<file path="src/rtl/vga_timing_gen.sv">
// VGA raster timing generator: pixel/line counters with registered sync,
// blanking, line/frame strobes and a completed-frame counter.
module vga_timing_gen #(
  parameter int H_ACTIVE        = 640,
  parameter int H_FP            = 16,
  parameter int H_SYNC          = 96,
  parameter int H_BP            = 48,
  parameter int V_ACTIVE        = 480,
  parameter int V_FP            = 10,
  parameter int V_SYNC          = 2,
  parameter int V_BP            = 33,
  parameter bit SYNC_ACTIVE_LOW = 1'b1,
  parameter int CW              = 16,
  parameter int FW              = 8
) (
  input  logic          clk_25Mhz,
  input  logic          reset,
  input  logic          pix_en,
  output logic [CW-1:0] H_Count_Value,
  output logic [CW-1:0] V_Count_Value,
  output logic          hsync,
  output logic          vsync,
  output logic          video_on,
  output logic          line_start,
  output logic          frame_start,
  output logic [FW-1:0] frame_count
);

  localparam int H_TOTAL = H_ACTIVE + H_FP + H_SYNC + H_BP;
  localparam int V_TOTAL = V_ACTIVE + V_FP + V_SYNC + V_BP;

  localparam logic [CW-1:0] H_LAST = CW'(H_TOTAL - 1);
  localparam logic [CW-1:0] V_LAST = CW'(V_TOTAL - 1);

  // Decode bounds carry one extra bit so a sync pulse ending exactly at
  // 2^CW (zero back porch, full-width total) is still representable.
  localparam logic [CW:0] H_ACT_END = (CW+1)'(H_ACTIVE);
  localparam logic [CW:0] HS_START  = (CW+1)'(H_ACTIVE + H_FP);
  localparam logic [CW:0] HS_END    = (CW+1)'(H_ACTIVE + H_FP + H_SYNC);
  localparam logic [CW:0] V_ACT_END = (CW+1)'(V_ACTIVE);
  localparam logic [CW:0] VS_START  = (CW+1)'(V_ACTIVE + V_FP);
  localparam logic [CW:0] VS_END    = (CW+1)'(V_ACTIVE + V_FP + V_SYNC);

  localparam logic SYNC_IDLE = SYNC_ACTIVE_LOW;

  logic [CW-1:0] h_q, h_d;
  logic [CW-1:0] v_q, v_d;
  logic [FW-1:0] fc_q, fc_d;
  logic          wrap_q, wrap_d;
  logic          hsync_q, hsync_d;
  logic          vsync_q, vsync_d;
  logic          video_on_q, video_on_d;
  logic          line_start_q, line_start_d;
  logic          frame_start_q, frame_start_d;

  logic [CW:0]   h_ext;
  logic [CW:0]   v_ext;
  logic          hs_act;
  logic          vs_act;

  assign h_ext = {1'b0, h_q};
  assign v_ext = {1'b0, v_q};

  // Stage 0: raster counters, advancing only on enabled pixel clocks
  always_comb begin
    h_d    = h_q;
    v_d    = v_q;
    fc_d   = fc_q;
    wrap_d = 1'b0;
    if (pix_en) begin
      if (h_q == H_LAST) begin
        h_d    = '0;
        wrap_d = 1'b1;
        if (v_q == V_LAST) begin
          v_d  = '0;
          fc_d = fc_q + FW'(1);
        end else begin
          v_d  = v_q + CW'(1);
        end
      end else begin
        h_d = h_q + CW'(1);
      end
    end
  end

  // Stage 1: decode of the current count registers, loaded every clock
  always_comb begin
    hs_act        = (h_ext >= HS_START) && (h_ext < HS_END);
    vs_act        = (v_ext >= VS_START) && (v_ext < VS_END);
    hsync_d       = hs_act ? ~SYNC_IDLE : SYNC_IDLE;
    vsync_d       = vs_act ? ~SYNC_IDLE : SYNC_IDLE;
    video_on_d    = (h_ext < H_ACT_END) && (v_ext < V_ACT_END);
    // wrap_q remembers that the last edge moved H from its final column to 0
    line_start_d  = wrap_q && (h_q == '0);
    frame_start_d = wrap_q && (h_q == '0) && (v_q == '0);
  end

  always_ff @(posedge clk_25Mhz) begin
    if (reset) begin
      h_q           <= '0;
      v_q           <= '0;
      fc_q          <= '0;
      wrap_q        <= 1'b0;
      hsync_q       <= SYNC_IDLE;
      vsync_q       <= SYNC_IDLE;
      video_on_q    <= 1'b0;
      line_start_q  <= 1'b0;
      frame_start_q <= 1'b0;
    end else begin
      h_q           <= h_d;
      v_q           <= v_d;
      fc_q          <= fc_d;
      wrap_q        <= wrap_d;
      hsync_q       <= hsync_d;
      vsync_q       <= vsync_d;
      video_on_q    <= video_on_d;
      line_start_q  <= line_start_d;
      frame_start_q <= frame_start_d;
    end
  end

  assign H_Count_Value = h_q;
  assign V_Count_Value = v_q;
  assign frame_count   = fc_q;
  assign hsync         = hsync_q;
  assign vsync         = vsync_q;
  assign video_on      = video_on_q;
  assign line_start    = line_start_q;
  assign frame_start   = frame_start_q;

endmodule

</file>
<file path="config.mk">
export PLATFORM = sky130hd
export DESIGN_NAME = vga_timing_gen
export DESIGN_NICKNAME = d
export VERILOG_FILES = /design/src/rtl/vga_timing_gen.sv
export SDC_FILE = /design/constraint.sdc
export NUM_CORES = 1
export LEC_CHECK = 0
export CAP_MARGIN = 20
export CORE_MARGIN = 3
export CORE_UTILIZATION = 25
export CTS_CLUSTER_DIAMETER = 150
export CTS_CLUSTER_SIZE = 20
export DETAILED_ROUTE_END_ITERATION = 10
export PLACE_DENSITY_LB_ADDON = 0.3
export SYNTH_ARGS = -nofsm -noshare
export SYNTH_HDL_FRONTEND = slang
export SYNTH_SLANG_ARGS = --single-unit
</file>
<file path="constraint.sdc">
create_clock -name clk_25Mhz -period 3.26 [get_ports clk_25Mhz]
set_input_delay 0.326 -clock clk_25Mhz [delete_from_list [all_inputs] [get_ports clk_25Mhz]]
set_output_delay 0.326 -clock clk_25Mhz [all_outputs]
set_load 0.03 [all_outputs]
</file>
* Word-level counts from Yosys, hierarchy flattened
Cells that the tools add are included.
** Word-level totals
- Word-level logic and storage cells :: 36
- Input bits :: 3
- Output and inout port bits :: 45
- Bits in registers :: 46
** Cells by class
- Eq/ne operators :: 2
- Reduce and logical (&&, ||, !) cells :: 10
- Bitwise logic cells :: 1
- Mux-type cells :: 5
- Order comparisons :: 6
- Add/subtract/negate cells :: 3
** Operator list (count)
- 16-bit by 1-bit adder with 16-bit output, second input constant :: 2
- 16-bit by 10-bit == test with 1-bit output, second input constant :: 2
- 16-bit zero test :: 2
- 16-bit by 10-bit < comparator with 1-bit output, second input constant :: 2
- 16-bit by 9-bit < comparator with 1-bit output, second input constant :: 2
- 16-bit two-way mux :: 2
- 16-bit by 10-bit >= comparator with 1-bit output, second input constant :: 1
- 16-bit by 9-bit >= comparator with 1-bit output, second input constant :: 1
- 8-bit by 1-bit adder with 8-bit output, second input constant :: 1
- 1-bit logical AND :: 5
- 1-bit two-way mux :: 3
- 3-bit AND reduction :: 1
- 2-bit AND reduction :: 1
- 2-bit OR reduction :: 1
- 1-bit inverter :: 1

* Depth between registers and ports, before layout
Gate-level depths: netlist of run 1.
- Word-level depth :: 3
- Mapped depth :: 8
- Mapped depth without buffers :: 6

* Worst setup path before layout of run 1
No wires, ideal clock.
- Path type :: reg2reg
- From :: reg h_q[10], in the netlist H_Count_Value[10]
- To :: reg fc_q[2], in the netlist frame_count[2]
- Period minus slack after synthesis :: 2.429 ns
- Data required time :: 3.137 ns
- Stages on the path, launching flop included :: 7
- Setup slack :: 0.831 ns
- Setup time :: 0.123 ns
- Data arrival time :: 2.306 ns
- Path through :: dfxtp_1 > or4_4 > or4_4 > buf_6 > buf_6 > nor4_2 > mux2_1
** Between the ends
- Word-level cells in the longest chain between the ends :: 2
** RTL lines
- start: declaration :: RTL line 46 : logic [CW-1:0] h_q, h_d;
- start signal: assignment :: RTL line 100 : h_q <= '0;
- start signal: assignment :: RTL line 110 : h_q <= h_d;
- 16-bit by 10-bit == test with 1-bit output :: RTL line 71 : if (h_q == H_LAST) begin
- 3-bit AND reduction (no source line)
- end signal: assignment :: RTL line 102 : fc_q <= '0;
- end signal: assignment :: RTL line 112 : fc_q <= fc_d;
- end: declaration :: RTL line 48 : logic [FW-1:0] fc_q, fc_d;
Every way passes these cells.
A chain may end at the register's enable or synchronous reset.

* Worst setup path after layout of run 1
- From :: reg h_q[10], in the netlist H_Count_Value[10]
- To :: reg fc_q[4], in the netlist frame_count[4]
The elaborated chain is that of the path after synthesis.

==> implementation parameters, run 1 <==
Parameter                              Value

Run status
  Outcome ... completed

Die
  Number of core rows ... 35
  Die Height ... 106 um
  Floorplan die area ... 11,100 um^2
  Number of top-level design ports ... 48
  Starting Density ... 26.3%
  Core Area ... 9420 um^2
  Width of the die ... 106 um

Place
  Placer congestion estimate ... 0.763
  HPWL after DPL ... 4770 um
  Port buffer count ... 47

Timing
  Number of pins with negative max-slew slack in the final report ... 0
  Maximum achievable frequency ... 0.408 GHz
  Final critical-path share of the clock period ... 75.2%
  Setup violation total in the final timing report ... 0
  Max-slew headroom ... 58.6%
  Unrepaired setup endpoints after global routing ... no
  Clock skew ... 0.0114 ns
  Hold Violations, Final ... 0
  Post-Route Setup TNS ... 0 ns
  Slew of the pin with the lowest slew margin ... 0.620 ns
  Shortest clock period the worst path allows after layout ... 2.45 ns

Setup path
  FF-to-FF setup slack ... 0.81 ns
  CP bufs+invs ... 0
  Worst Setup End Kind ... flop
  Ordered cell list for the critical path ... or4_4, or4_4, nor4_1, mux2_2
  Category of the most critical setup path ... flop to flop
  Cell with the largest stage delay on the worst path ... sky130_fd_sc_hd__or4_4
  CP Launch Type ... flop
  Arr. time, crit path ... 2.65 ns
  Data required time of the worst path ... 3.46 ns
  Maximum cell stage delay along the critical path ... 0.66 ns
  Crit path top cell by count ... sky130_fd_sc_hd__or4_4
  Maximum fanout along the worst path ... 26
  Family of cells with the greatest summed delay on the critical path ... simple AND/OR/NAND/NOR gates

Yosys
  Post-Synthesis Cells ... 299
  Proportion of register bits with asynchronous set or reset after synthesis ... 0%
  Post-synthesis instance area ... 2480 um^2
  Share of synthesized area occupied by flip-flops and latches ... 37.2%
  Number of distinct standard cells referenced by the synthesized netlist ... 38
  Count of warnings emitted by yosys ... 0
  Synthesized area divided by synthesized cell count ... 8.29 um^2
  EDFF count, synth ... 0
  Post-synthesis net count ... 308
  Total of flip-flops plus latches after synthesis ... 46
  Synth Flop Type ... sky130_fd_sc_hd__dfxtp_1

Clock tree
  Clock-pin slew of the registers on the worst-case setup and hold paths ... 0.10 ns
  Number of buffers between clock root and the deepest sink ... 2
  TritonCTS Buffers ... 5
  Insertion delay to the later sink of the worst-skew pair ... 0.31 ns
  CTS tree ... done
  Number of sinks handled by clock tree synthesis ... 46
  Clock tree root driver cell ... sky130_fd_sc_hd__clkbuf_8
  Number of resized instances in the post-cts repair step ... 0
  H-Tree Level Count ... 2
  Hold-fix buffer count after cts ... 0
  Setup Buffers After CTS ... 0

Route
  Antenna Nets Post-Route ... 0
  Routed vias/inst ... 5.13
  Aggregate routed wire length ... 6770 um
  Drt drc ... 0
  TritonRoute pass-1 iters ... 4
  Vias after detailed routing ... 2,382
  Violation count after the first detailed-routing iteration ... 161
  Routed length per instance ... 14.6 um

Cells and area
  Net count of the finished layout ... 343
  Diode count ... 0
  Final core utilization ... 33.3%
  Layout-stage area growth over the synthesis result ... 26.6%
  Filler instances ... 995
  Proportion of layout cells with a drive suffix above 1 ... 7.76%

Power and ir drop
  Standby leakage power ... 0.982 nW
  Final Power ... 975 uW
  Worst ir drop on vdd ... 0.164 mV
  PD cells ... 311 nW/um^2

GRT
  Maximum number of pins on one net before global-route repair ... 27
  Initial antenna violation count ... 0
  Overall Global Routing Usage ... 12.3%
  Vias in the first global route ... 2,220
  Total congestion overflow after global routing ... 0
  Wire length of the first global-routing pass ... 11,400 um

Job
  Count of max-cap constraint violations ... 0

Min path
  Min-delay worst type ... flop to flop
-- worst min-delay path: cells and delay by family, from the launching register on --
family	cells	cell delay [ns]
DFF	1	0.32
and+or+nand+nor	2	0.13
-- routing by layer --
layer / global-route usage [%] / vias up / share of wire (%)
met2: 18.9 / 63 / 45
met3: 2.20 / 7 / 4.9
met1: 17.5 / 1137 / 49
met5: 0 / - / 0
met4: 3.89 / 0 / 0.89
li1: - / 1175 / -
-- sequential cells by signal, summed over array words and instances (netlist names) --
signal	count
H_Count_Value	16
V_Count_Value	16
frame_count	8
frame_start	1
hsync	1
line_start	1
video_on	1
vsync	1
wrap_q	1
-- where the power goes --
group          leakage (nW)  switching (mW)  internal, mW
combinational         0.566          0.0290        0.0169
sequential            0.371         0.00381         0.565
clock                0.0441           0.210         0.151
-- layout by cell type (no fill, tap or decap), types with 8 or more instances in the layout --
cell type	n
sky130_fd_sc_hd__clkdlybuf4s50_1	47
sky130_fd_sc_hd__o32ai_1	12
sky130_fd_sc_hd__nand2_1	16
sky130_fd_sc_hd__inv_1	21
sky130_fd_sc_hd__dfxtp_1	46
sky130_fd_sc_hd__nor2_1	25
sky130_fd_sc_hd__a211oi_1	12
sky130_fd_sc_hd__and4_1	8
sky130_fd_sc_hd__nand4_1	19
sky130_fd_sc_hd__or3_1	12
sky130_fd_sc_hd__nor4_1	10
sky130_fd_sc_hd__nand3_1	17
-- through the flow --
stage                     hold WS, ns  worst slack (ns)  instance area [um^2]  cells
after global placement          0.481             0.728                  3050    456
after global routing            0.536             0.704                  3140    464
final                           0.490             0.809                  3140    464
after CTS                       0.493             0.819                  3140    464
after floorplan                 0.433             0.831                  2480    299
after detailed placement        0.479             0.714                  3050    456
-- synthesized netlist by cell type, types with 6 or more instances --
library cell                n  share of area, %
sky130_fd_sc_hd__dfxtp_1   46                37
sky130_fd_sc_hd__nor2_1    25               3.8
sky130_fd_sc_hd__inv_1     21               3.2
sky130_fd_sc_hd__clkbuf_1  20               3.0
sky130_fd_sc_hd__nand4_1   19               4.8
sky130_fd_sc_hd__nand3_1   17               3.4
sky130_fd_sc_hd__nand2_1   16               2.4
sky130_fd_sc_hd__a211oi_1  12               3.6
sky130_fd_sc_hd__o32ai_1   12               4.2
sky130_fd_sc_hd__or3_1     12               3.0
sky130_fd_sc_hd__nor4_1    10               2.5
sky130_fd_sc_hd__and4_1     8               2.8
sky130_fd_sc_hd__nor2b_1    7               1.8
sky130_fd_sc_hd__a21oi_1    6               1.2
sky130_fd_sc_hd__ha_1       6               3.0
-- kinds of logic (layout without fill, tap and decap cells) --
kind of cell / Yosys count / in the layout / synth area share, %
simple gates: 136 / 136 / 31.4
buf+inv: 47 / 83 / 7.82
compound gates: 46 / 46 / 13.5
flops: 46 / 46 / 37.2
xor+xnor: 10 / 10 / 3.53
mux: 8 / 8 / 3.53
fa+ha+maj: 6 / 6 / 3.03
-- final cells by class --
type	count	area, um^2	share of cell area, %
inverter	21	78.8	2.51
clock buffer	5	68.8	2.19
sequential	46	921	29.3
clock inverter	3	21.3	0.678
multi-input combinational	206	1360	43.5
tap	129	161	5.14
timing repair buffer	54	523	16.7
-- worst paths after layout --
check,to,startpoint,depth (start not counted)
worst max register to register,frame_count[4],H_Count_Value[10],4
worst min register to register,line_start,wrap_q,2
worst max-delay path,frame_count[4],H_Count_Value[10],4
worst min-delay path,line_start,wrap_q,2
No activity file was read; power rests on OpenSTA's default activity.
==> run 2: changes to the inputs <==
- clock period: 3.26 -> 2.15 ns (I/O delays scaled with it)
==> run 2 against run 1 <==
Net effect: the flow now finishes with violations (setup timing); via count is 8.2% higher; maximum frequency is 7.3% higher; sequential power is 50% higher; clock power is 81% higher; non-clock buffer count is 38 higher; clock-buffer cell count stayed put; final area is 23% higher; largest cell class unchanged; clock skew hardly changed.
==> implementation parameters, run 2 (same netlist as run 1, synthesis figures left out) <==
Parameter                              Value

Setup path
  End of the worst register-to-register path ... frame_count[4]
  FF-to-FF setup slack ... -0.13 ns
  Arr. time, crit path ... 2.48 ns
  Ordered cell list for the critical path ... or4_4, or4_4, buf_12, nor4_4, mux2_4
  Data required time of the worst path ... 2.34 ns
  Critical Path Start ... H_Count_Value[15]
  Category of the most critical setup path ... flop to flop
  Length in cells of the worst reg-to-reg path ... 5
  Cell with the largest stage delay on the worst path ... sky130_fd_sc_hd__or4_4
  Maximum cell stage delay along the critical path ... 0.60 ns
  Worst reg2reg startpoint ... H_Count_Value[15]
  Maximum fanout along the worst path ... 4
  Crit path top cell by count ... sky130_fd_sc_hd__or4_4
  CP Launch Type ... flop
  Worst Setup End Kind ... flop
  Worst setup endpoint ... frame_count[4]

GRT
  Overall Global Routing Usage ... 13.3%
  Vias in the first global route ... 2,453
  Initial antenna violation count ... 0
  Total congestion overflow after global routing ... 0
  Maximum number of pins on one net before global-route repair ... 23
  Wire length of the first global-routing pass ... 12,300 um

Clock tree
  H-Tree Level Count ... 2
  Number of buffers between clock root and the deepest sink ... 2
  Clock tree root driver cell ... sky130_fd_sc_hd__clkbuf_8
  Number of sinks handled by clock tree synthesis ... 46
  Clock-pin slew of the registers on the worst-case setup and hold paths ... 0.10 ns
  Insertion delay to the later sink of the worst-skew pair ... 0.30 ns
  CTS tree ... done
  TritonCTS Buffers ... 5

Run status
  Outcome ... finished with violations
  Violations in the final reports ... setup timing

Route
  Antenna Nets Post-Route ... 0
  Routed length per instance ... 15.4 um
  Vias after detailed routing ... 2,577
  TritonRoute pass-1 iters ... 5
  Routed vias/inst ... 5.12
  Drt drc ... 0
  Violation count after the first detailed-routing iteration ... 166
  Aggregate routed wire length ... 7730 um

Cells and area
  Net count of the finished layout ... 382
  Final std cells w/o fill ... 503
  Most common cell after layout, fill and taps aside ... sky130_fd_sc_hd__clkdlybuf4s50_1
  Commonest cells after routing, fill and taps aside ... sky130_fd_sc_hd__clkdlybuf4s50_1, sky130_fd_sc_hd__dfxtp_1, sky130_fd_sc_hd__buf_4
  Layout-stage area growth over the synthesis result ... 56.3%
  Diode count ... 0
  Proportion of layout cells with a drive suffix above 1 ... 28.3%

Place
  Port buffer count ... 47
  # placed instances ... 489
  HPWL after DPL ... 5130 um
  Placer congestion estimate ... 0.772

Timing
  Post-Route Setup TNS ... -2.19 ns
  Maximum achievable frequency ... 0.438 GHz
  Final worst slack ... -0.134 ns
  Number of pins with negative max-slew slack in the final report ... 0
  Hold Violations, Final ... 0
  Slew of the pin with the lowest slew margin ... 0.593 ns
  Shortest clock period the worst path allows after layout ... 2.28 ns
  Setup violation total in the final timing report ... 27
  Clock skew ... 0.0112 ns
  Unrepaired setup endpoints after global routing ... yes
  Final critical-path share of the clock period ... 106%
  Max-slew headroom ... 60.4%

Die
  Core Area ... 9420 um^2
  Number of core rows ... 35
  Die Height ... 106 um
  Starting Density ... 26.3%
  Number of top-level design ports ... 48
  Width of the die ... 106 um
  Floorplan die area ... 11,100 um^2

Job
  Count of max-cap constraint violations ... 0

Power and ir drop
  PD cells ... 415 nW/um^2
  Worst ir drop on vdd ... 0.332 mV
  Standby leakage power ... 1.36 nW

Min path
  Min-delay worst type ... flop to flop
run 2: changes by cell type in the layout (fill, tap and decap cells not counted), sizes merged:
cell      change
buf          +37
bufbuf        +1
bufinv        +1
clkinvlp      -1
or4           +1
run 2: final cells by class:
cell class | instances | area (um^2)
timing repair buffer | 92 | 897
inverter | 21 | 78.8
clock buffer | 5 | 68.8
multi-input combinational | 207 | 1700
clock inverter | 3 | 40.0
tap | 129 | 161
sequential | 46 | 931
fill | 931 | 5540
run 2: report_power, final:
group | total, mW | switching [mW] | internal, mW
clock | 0.655 | 0.313 | 0.343
sequential | 0.856 | 0.00270 | 0.854
combinational | 0.0964 | 0.0585 | 0.0379
run 2: layer usage:
metal / up-vias / part of all wire, % / global-route usage, %
li1: 1250 / - / -
met1: 1258 / 46 / 18.3
met2: 59 / 48 / 20.9
met3: 10 / 4.4 / 2.57
met4: 0 / 1.5 / 4.44
met5: - / 0 / 0
run 2: worst min path at each step:
stage / startpoint / end / depth (start not counted) / slack, ns
2_1_floorplan: pix_en / H_Count_Value[0] / 2 / 0.35
3_3_place_gp: V_Count_Value[15] / V_Count_Value[15] / 2 / 0.50
3_5_place_dp: V_Count_Value[3] / vsync / 1 / 0.53
4_1_cts: V_Count_Value[15] / V_Count_Value[15] / 2 / 0.54
5_1_grt: V_Count_Value[14] / V_Count_Value[14] / 2 / 0.57
6_report: V_Count_Value[15] / V_Count_Value[15] / 2 / 0.53
run 2: timing repair:
action,in CTS,in global routing
gates resized for setup,23,46
cloned,4,0
setup endpoints to repair,27,38
pin swaps,1,15
setup buffers,0,2
hold buffers,0,0
run 2: critical path: cells and delay by family (launching register included):
family	cells	cell delay, ns
buffers and inverters	1	0.16
muxes	1	0.33
DFF	1	0.35
and+or+nand+nor	3	1.32
run 2: through the flow:
stage / total power [mW] / hold WS, ns / cell area (um^2) / setup slack, ns / util, %
CTS: 1.61 / 0.540 / 3600 / -0.111 / 38.3
detailed placement: 0.957 / 0.527 / 3310 / -0.106 / 35.1
floorplan: 0.921 / 0.352 / 2490 / -0.197 / -
global placement: 0.956 / 0.498 / 3310 / -0.0627 / 35.1
finish: 1.61 / 0.532 / 3870 / -0.134 / 41.1
global route: 1.66 / 0.570 / 3870 / -0.171 / 41.1
